<file path="config.mk">
export PLATFORM = sky130hd
export DESIGN_NAME = rs_issue_scheduler_flat
export DESIGN_NICKNAME = d
export VERILOG_FILES = /design/src/rtl/rs_pkg.sv /design/src/rtl/rs_issue_scheduler_if.sv /design/src/rtl/rs_age_select.sv /design/src/rtl/rs_issue_scheduler.sv /design/src/flat_wrapper.sv
export SDC_FILE = /design/constraint.sdc
export NUM_CORES = 1
export LEC_CHECK = 0
export ABC_CLOCK_PERIOD_IN_PS = 4000
export BUFFER_PORTS_ARGS = -buffer_cell sky130_fd_sc_hd__buf_2
export CORE_MARGIN = 2
export CORE_UTILIZATION = 58
export DETAILED_ROUTE_END_ITERATION = 16
export PLACE_DENSITY = 0.78
export SYNTH_ARGS = -nofsm -noshare
export SYNTH_HDL_FRONTEND = slang
export SYNTH_SLANG_ARGS = --single-unit
</file>
<file path="constraint.sdc">
create_clock -name clk -period 4 [get_ports clk]
set_input_delay 0.2 -clock clk [delete_from_list [all_inputs] [get_ports clk]]
set_output_delay 0.2 -clock clk [all_outputs]
set_load 0.005 [all_outputs]
</file>
<file path="src/rtl/rs_pkg.sv">
// Shared types and field layout for the reservation-station issue scheduler.
// The 83-bit decomposed instruction is modelled as a packed struct, ctrl in the LSBs.
package rs_pkg;

    localparam int INST_W    = 83;
    localparam int CTRL_LSB  = 0;
    localparam int RD_LSB    = 12;
    localparam int S1V_BIT   = 17;
    localparam int RS1_LSB   = 18;
    localparam int S2V_BIT   = 50;
    localparam int RS2_LSB   = 51;

    localparam int DEF_TAG_W = 6;

    // Field order mirrors the bus layout, so a plain cast converts between them.
    typedef struct packed {
        logic [31:0] rs2_vt;
        logic        s2_valid;
        logic [31:0] rs1_vt;
        logic        s1_valid;
        logic [4:0]  rd;
        logic [11:0] ctrl;
    } inst_t;

    typedef struct packed {
        logic  busy;
        inst_t inst;
    } entry_t;

endpackage

</file>
<file path="src/rtl/rs_issue_scheduler_if.sv">
// Dispatch, CDB and issue signal bundle of the reservation-station scheduler.
// The slave modport is the scheduler; the master modport is its environment.
interface rs_issue_scheduler_if #(
    parameter int DEPTH = 4,
    parameter int TAG_W = rs_pkg::DEF_TAG_W
);

    logic                         flush;
    logic                         in_valid;
    logic                         in_ready;
    logic [rs_pkg::INST_W-1:0]    in_inst;
    logic                         cdb_valid;
    logic [TAG_W-1:0]             cdb_tag;
    logic [31:0]                  cdb_data;
    logic                         out_valid;
    logic                         out_ready;
    logic [rs_pkg::INST_W-1:0]    out_inst;
    logic [$clog2(DEPTH+1)-1:0]   occupancy;
    logic [31:0]                  stall_cnt;

    modport master (
        output flush, in_valid, in_inst, cdb_valid, cdb_tag, cdb_data, out_ready,
        input  in_ready, out_valid, out_inst, occupancy, stall_cnt
    );

    modport slave (
        input  flush, in_valid, in_inst, cdb_valid, cdb_tag, cdb_data, out_ready,
        output in_ready, out_valid, out_inst, occupancy, stall_cnt
    );

endinterface

</file>
<file path="src/rtl/rs_age_select.sv">
// Combinational oldest-ready picker driven by an age matrix.
// age[i][j]=1 means entry i is older than entry j; the diagonal is ignored.
module rs_age_select #(
    parameter int DEPTH = 4
) (
    input  logic [DEPTH-1:0]            ready,
    input  logic [DEPTH-1:0][DEPTH-1:0] age,
    output logic [DEPTH-1:0]            grant,
    output logic                        grant_valid
);

    // An entry wins if it is ready and older than every other ready entry.
    always_comb begin
        grant = '0;
        for (int i = 0; i < DEPTH; i++) begin
            grant[i] = ready[i];
            for (int j = 0; j < DEPTH; j++) begin
                if (ready[j] && !(age[i][j] || (j == i))) begin
                    grant[i] = 1'b0;
                end
            end
        end
        grant_valid = |grant;
    end

endmodule

</file>
<file path="src/rtl/rs_issue_scheduler.sv">
// Reservation-station scheduler: buffers renamed instructions, wakes operands from the CDB,
// issues the oldest ready entry through a registered valid/ready stage. Option: RS_PERF_CNT_EN.
module rs_issue_scheduler
    import rs_pkg::*;
#(
    parameter int DEPTH = 4,
    parameter int TAG_W = DEF_TAG_W
) (
    input  logic                clk,
    input  logic                rst,
    rs_issue_scheduler_if.slave bus
);

    localparam int IDX_W = $clog2(DEPTH);
    localparam int OCC_W = $clog2(DEPTH + 1);

    entry_t                     ent_q [DEPTH];
    logic [DEPTH-1:0][DEPTH-1:0] age_q;
    logic                       out_valid_q;
    inst_t                      out_inst_q;
    logic [OCC_W-1:0]           occ_q;

    logic [DEPTH-1:0]           busy;
    logic [DEPTH-1:0]           ready;
    logic [DEPTH-1:0]           grant;
    logic                       grant_valid;
    logic                       in_ready;
    logic                       dispatch;
    logic                       load_out;
    logic [IDX_W-1:0]           free_idx;
    logic [IDX_W-1:0]           grant_idx;
    inst_t                      in_inst;
    inst_t                      new_inst;

    assign in_inst = inst_t'(bus.in_inst);

    // Readiness uses registered operand state only, so a CDB hit becomes eligible one cycle later.
    always_comb begin
        busy  = '0;
        ready = '0;
        for (int i = 0; i < DEPTH; i++) begin
            busy[i]  = ent_q[i].busy;
            ready[i] = ent_q[i].busy && ent_q[i].inst.s1_valid && ent_q[i].inst.s2_valid;
        end
    end

    always_comb begin
        free_idx = '0;
        for (int i = DEPTH - 1; i >= 0; i--) begin
            if (!busy[i]) begin
                free_idx = IDX_W'(i);
            end
        end
    end

    always_comb begin
        grant_idx = '0;
        for (int i = 0; i < DEPTH; i++) begin
            if (grant[i]) begin
                grant_idx = grant_idx | IDX_W'(i);
            end
        end
    end

    assign in_ready = ~&busy;
    assign dispatch = bus.in_valid && in_ready && !bus.flush;
    assign load_out = grant_valid && (!out_valid_q || bus.out_ready) && !bus.flush;

    rs_age_select #(
        .DEPTH(DEPTH)
    ) u_age_select (
        .ready       (ready),
        .age         (age_q),
        .grant       (grant),
        .grant_valid (grant_valid)
    );

    // An operand broadcast in the dispatch cycle is captured here so the wakeup is not lost.
    always_comb begin
        new_inst = in_inst;
        if (bus.cdb_valid && !in_inst.s1_valid && (in_inst.rs1_vt[TAG_W-1:0] == bus.cdb_tag)) begin
            new_inst.rs1_vt   = bus.cdb_data;
            new_inst.s1_valid = 1'b1;
        end
        if (bus.cdb_valid && !in_inst.s2_valid && (in_inst.rs2_vt[TAG_W-1:0] == bus.cdb_tag)) begin
            new_inst.rs2_vt   = bus.cdb_data;
            new_inst.s2_valid = 1'b1;
        end
    end

    always_ff @(posedge clk) begin
        if (rst || bus.flush) begin
            for (int i = 0; i < DEPTH; i++) begin
                ent_q[i] <= '0;
            end
        end else begin
            for (int i = 0; i < DEPTH; i++) begin
                if (dispatch && (free_idx == IDX_W'(i))) begin
                    ent_q[i].busy <= 1'b1;
                    ent_q[i].inst <= new_inst;
                end else if (ent_q[i].busy) begin
                    if (load_out && grant[i]) begin
                        ent_q[i].busy <= 1'b0;
                    end
                    if (bus.cdb_valid && !ent_q[i].inst.s1_valid &&
                        (ent_q[i].inst.rs1_vt[TAG_W-1:0] == bus.cdb_tag)) begin
                        ent_q[i].inst.rs1_vt   <= bus.cdb_data;
                        ent_q[i].inst.s1_valid <= 1'b1;
                    end
                    if (bus.cdb_valid && !ent_q[i].inst.s2_valid &&
                        (ent_q[i].inst.rs2_vt[TAG_W-1:0] == bus.cdb_tag)) begin
                        ent_q[i].inst.rs2_vt   <= bus.cdb_data;
                        ent_q[i].inst.s2_valid <= 1'b1;
                    end
                end
            end
        end
    end

    // A new entry rewrites its whole row and column: younger than everything currently busy.
    always_ff @(posedge clk) begin
        if (rst || bus.flush) begin
            age_q <= '0;
        end else if (dispatch) begin
            for (int i = 0; i < DEPTH; i++) begin
                for (int j = 0; j < DEPTH; j++) begin
                    if (IDX_W'(i) == free_idx) begin
                        age_q[i][j] <= 1'b0;
                    end else if (IDX_W'(j) == free_idx) begin
                        age_q[i][j] <= busy[i];
                    end
                end
            end
        end
    end

    always_ff @(posedge clk) begin
        if (rst || bus.flush) begin
            out_valid_q <= 1'b0;
            out_inst_q  <= '0;
        end else if (load_out) begin
            out_valid_q <= 1'b1;
            out_inst_q  <= ent_q[grant_idx].inst;
        end else if (bus.out_ready) begin
            out_valid_q <= 1'b0;
        end
    end

    always_ff @(posedge clk) begin
        if (rst || bus.flush) begin
            occ_q <= '0;
        end else begin
            occ_q <= occ_q + OCC_W'(dispatch) - OCC_W'(load_out);
        end
    end

`ifdef RS_PERF_CNT_EN
    logic [31:0] stall_q;

    // Survives flush on purpose: it measures upstream pressure across mispredictions.
    always_ff @(posedge clk) begin
        if (rst) begin
            stall_q <= '0;
        end else if (bus.in_valid && !in_ready && (stall_q != 32'hFFFF_FFFF)) begin
            stall_q <= stall_q + 32'd1;
        end
    end

    assign bus.stall_cnt = stall_q;
`else
    assign bus.stall_cnt = 32'd0;
`endif

    assign bus.in_ready  = in_ready;
    assign bus.out_valid = out_valid_q;
    assign bus.out_inst  = out_inst_q;
    assign bus.occupancy = occ_q;

endmodule

</file>
<file path="src/flat_wrapper.sv">
// flat-port wrapper written by rule: the top's interface ports become plain ports
module rs_issue_scheduler_flat import rs_pkg::*;
#(
    parameter int DEPTH = 4,
    parameter int TAG_W = DEF_TAG_W
)
  (clk, rst, bus_flush, bus_in_valid, bus_in_inst, bus_cdb_valid, bus_cdb_tag, bus_cdb_data, bus_out_ready, bus_in_ready, bus_out_valid, bus_out_inst, bus_occupancy, bus_stall_cnt);
  rs_issue_scheduler_if #(.DEPTH(DEPTH), .TAG_W(TAG_W)) bus_i ();
  input  logic clk;
  input  logic rst;
  input wire logic [$bits(bus_i.flush)-1:0] bus_flush;
  input wire logic [$bits(bus_i.in_valid)-1:0] bus_in_valid;
  input wire logic [$bits(bus_i.in_inst)-1:0] bus_in_inst;
  input wire logic [$bits(bus_i.cdb_valid)-1:0] bus_cdb_valid;
  input wire logic [$bits(bus_i.cdb_tag)-1:0] bus_cdb_tag;
  input wire logic [$bits(bus_i.cdb_data)-1:0] bus_cdb_data;
  input wire logic [$bits(bus_i.out_ready)-1:0] bus_out_ready;
  output wire logic [$bits(bus_i.in_ready)-1:0] bus_in_ready;
  output wire logic [$bits(bus_i.out_valid)-1:0] bus_out_valid;
  output wire logic [$bits(bus_i.out_inst)-1:0] bus_out_inst;
  output wire logic [$bits(bus_i.occupancy)-1:0] bus_occupancy;
  output wire logic [$bits(bus_i.stall_cnt)-1:0] bus_stall_cnt;
  assign bus_i.flush = bus_flush;
  assign bus_i.in_valid = bus_in_valid;
  assign bus_i.in_inst = bus_in_inst;
  assign bus_i.cdb_valid = bus_cdb_valid;
  assign bus_i.cdb_tag = bus_cdb_tag;
  assign bus_i.cdb_data = bus_cdb_data;
  assign bus_i.out_ready = bus_out_ready;
  assign bus_in_ready = bus_i.in_ready;
  assign bus_out_valid = bus_i.out_valid;
  assign bus_out_inst = bus_i.out_inst;
  assign bus_occupancy = bus_i.occupancy;
  assign bus_stall_cnt = bus_i.stall_cnt;
  rs_issue_scheduler #(.DEPTH(DEPTH), .TAG_W(TAG_W)) u_core (.clk(clk), .rst(rst), .bus(bus_i));
endmodule
</file>
==> impl_metrics.csv <==
group,metric,value,unit
finish,fill_cells,2442,
die,num_io_pins,247,
critical_path,cp_max_fo,17,
clock_tree,postCtsHoldBufs,19,
detailed_routing,wl,58300,µm
critical_path,arrival,3.79,ns
place,gp_congestion,0.943,
flow_run,drv_cap,0,
timing,tightest_slew,1.22,ns
clock_tree,htree_levels,2,
synth,synth-seq-cells,435,
die,dieArea,36200,µm²
timing,slew_headroom,0.183,
grt,grt_pass1_vias,14671,
synth,syn_area_per_cell,13.0,µm²
clock_tree,clk_pin_slew,0.06,ns
synth,syn-cell-area,20100,µm²
finish,fin_nets,1839,
power_and_ir_drop,leakagePower,0.00945,µW
clock_tree,cts.sinks,435,
synth,synth_warnings,0,
critical_path,crit_family,"compound AO/OA/AOI/OAI gates",
synth,yosysTopAreaCell,"edfxtp_1",
detailed_routing,wl_per_cell,26.4,µm
place,place_hpwl,35800,µm
synth,ys_seq_area_frac,0.599,
power_and_ir_drop,seqPwrFrac,0.505,
synth,ys_top_cells_by_area,"edfxtp_1, a22o_1, dfxtp_1, mux2_2, a222oi_1",
timing,fmax,296,MHz
grt,grt-ovfl-total,0,
finish,final_cells,2203,
detailed_routing,drtIter0Drc,1963,
place,placed_area,21400,µm²
status,status,"completed",
die,start_util,0.586,
power_and_ir_drop,pwr-share-clk,0.429,
synth,synth_most_common_cell,"edfxtp_1",
synth,synth_cells,1548,
synth,synth_edf_count,336,
critical_path,required,4.40,ns
power_and_ir_drop,ir_worst_vdd,0.284,mV
synth,synth_top_area_frac,0.501,
timing,hold_viol,0,
clock_tree,cts_buffers,44,
grt,antenna_found_initial,12,
power_and_ir_drop,power.density,439,nW/µm²
critical_path,end_kind,"flop",
critical_path,startpoint_type,"flop",
place,dp_cells,2095,
synth,ys.flop_type,"edfxtp_1",
die,rows,68,
timing,layout_min_cycle_time,3.38,ns
power_and_ir_drop,switchingPower,2250,µW
critical_path,path_class,"reg -> reg",
timing,slew_viol_final,0,
critical_path,path_buf_inv,2,
hold_path,hp-class,"in -> reg",
detailed_routing,drcViolationCount,0,
critical_path,cpPeakStageDelay,0.58,ns
grt,grt_max_degree,85,
critical_path,path_cells,"nand2b_1 -> a21oi_1 -> inv_1 -> ha_1 -> a311oi_1 -> nand3_1 -> a21bo_2 -> buf_12 -> a22o_1",
clock_tree,cts_resized,0,
clock_tree,post_cts_buffers,0,
timing,grt_setup_unrepaired,"no",
clock_tree,clockBufferDepth,3,
place,portBuffers,214,
power_and_ir_drop,comb_power_share,0.066,
synth,synth_cell_types,57,
detailed_routing,ant_nets,0,
finish,syn_to_final_growth,14.7,%
die,die_x,190,µm
detailed_routing,vias,15063,
detailed_routing,viasPerCell,6.84,
detailed_routing,firstDrtPassIters,7,
clock_tree,cts_tree,"yes",
grt,grt_usage,0.312,
power_and_ir_drop,intPower,7910,µW
clock_tree,cts.root.buffer_cell,"clkbuf_16",
clock_tree,clock_latency,0.55,ns
die,die_y,190,µm
synth,async_flop_share,0,
synth,synthTopCellsByCount,"edfxtp_1, a22o_1, dfxtp_1",
grt,grt_pass1_wl,85800,µm
timing,period_share,0.845,
timing,tns,0,ns
finish,final_cell_area,23100,µm²
die,core,34400,µm²
finish,drive_gt1_frac,0.257,
timing,setup_violations,0,
critical_path,slowest_stage,"a21oi_1",
power_and_ir_drop,p_sw_frac,0.221,
timing,skew,0.0164,ns
==> power by group through the flow <==
stage	clock (µW)	combinational [µW]	sequential, µW
after floorplan	0	396	5190
after global placement	0	625	5210
after detailed placement	0	637	5220
after CTS	4380	657	5120
after global routing	4540	711	5140
final	4360	669	5130
==> kinds of logic (layout without fill, tap and decap cells) <==
| group | Yosys count | in the layout | share of synthesized area |
|---|---|---|---|
| AOI/OAI and AO/OA | 558 | 558 | 0.215 |
| xor gates and xnor gates | 62 | 62 | 0.0270 |
| adders and majority gates | 7 | 7 | 0.00472 |
| buffers and inverters | 216 | 377 | 0.0540 |
| DFF | 435 | 435 | 0.599 |
| muxes | 79 | 79 | 0.0442 |
| other | 1 | 40 | 0.000186 |
| and+or+nand+nor | 190 | 190 | 0.0555 |
==> cell type report <==
class | count | area (µm²) | share of cell area
Timing Repair Buffer | 278 | 1670 | 0.0724
Antenna cell | 8 | 20.0 | 0.000866
Tap cell | 455 | 569 | 0.0246
Clock buffer | 58 | 1230 | 0.0534
Multi-Input combinational cell | 928 | 7170 | 0.310
Sequential cell | 435 | 12100 | 0.522
Clock inverter | 23 | 308 | 0.0133
Inverter | 18 | 67.6 | 0.00292
==> worst paths after layout <==
check | cells past startpoint | to | slack, ns | from
max | 9 | u_core.ent_q[0][47]$_SDFFCE_PN0P_ | 0.62 | u_core.ent_q[3][83]$_SDFFCE_PP0P_
min | 2 | u_core.ent_q[1][30]$_SDFFCE_PN0P_ | 0.007 | bus_in_inst[30]
max reg2reg | 9 | u_core.ent_q[0][47]$_SDFFCE_PN0P_ | 0.62 | u_core.ent_q[3][83]$_SDFFCE_PP0P_
min reg2reg | 2 | u_core.age_q[13]$_SDFFE_PP0P_ | 0.48 | u_core.age_q[13]$_SDFFE_PP0P_
==> worst reg2reg max path: stages (launching register included) <==
cell,delay [ns]
edfxtp_1,0.52
nand2b_1,0.20
a21oi_1,0.58
inv_1,0.15
ha_1,0.28
a311oi_1,0.39
nand3_1,0.17
a21bo_2,0.55
buf_12,0.24
a22o_1,0.16
==> state kept, by name, summed over array words and instances, names as in the netlist <==
signal	count
u_core.age_q	12
u_core.ent_q	336
u_core.bus.out_valid	1
u_core.bus.occupancy	3
u_core.bus.out_inst	83
==> layout by cell type (no fill, tap or decap), types with 18 or more instances in the layout <==
| cell type | count |
|---|---|
| and3_1 | 72 |
| dlygate4sd3_1 | 19 |
| xor2_1 | 52 |
| nand2_1 | 24 |
| buf_4 | 39 |
| mux2_2 | 79 |
| a222oi_1 | 79 |
| a22o_1 | 257 |
| edfxtp_1 | 336 |
| buf_2 | 214 |
| inv_1 | 18 |
| a21oi_1 | 91 |
| dfxtp_1 | 99 |
| conb_1 | 32 |
| clkbuf_16 | 44 |
| o21ai_0 | 95 |
==> metrics by stage <==
step	worst slack (ns)	total power [µW]	hold WS (ns)	utilization
3_3_place_gp	0.775	5830	0.454	0.621
3_5_place_dp	0.727	5850	0.473	0.621
5_1_grt	0.412	10400	0.00406	0.672
6_report	0.618	10200	0.00650	0.672
2_1_floorplan	0.956	5590	0.409	-
4_1_cts	0.704	10200	0.000545	0.672
==> metal layers <==
metal	vias to the layer above	GRT usage	part of all wire
met4	8	0.129	0.032
met3	157	0.0558	0.10
met1	7443	0.408	0.38
met2	987	0.517	0.49
met5	-	0	0.00079
li1	6468	-	-
Note: power is estimated with default switching activity, not from simulation.
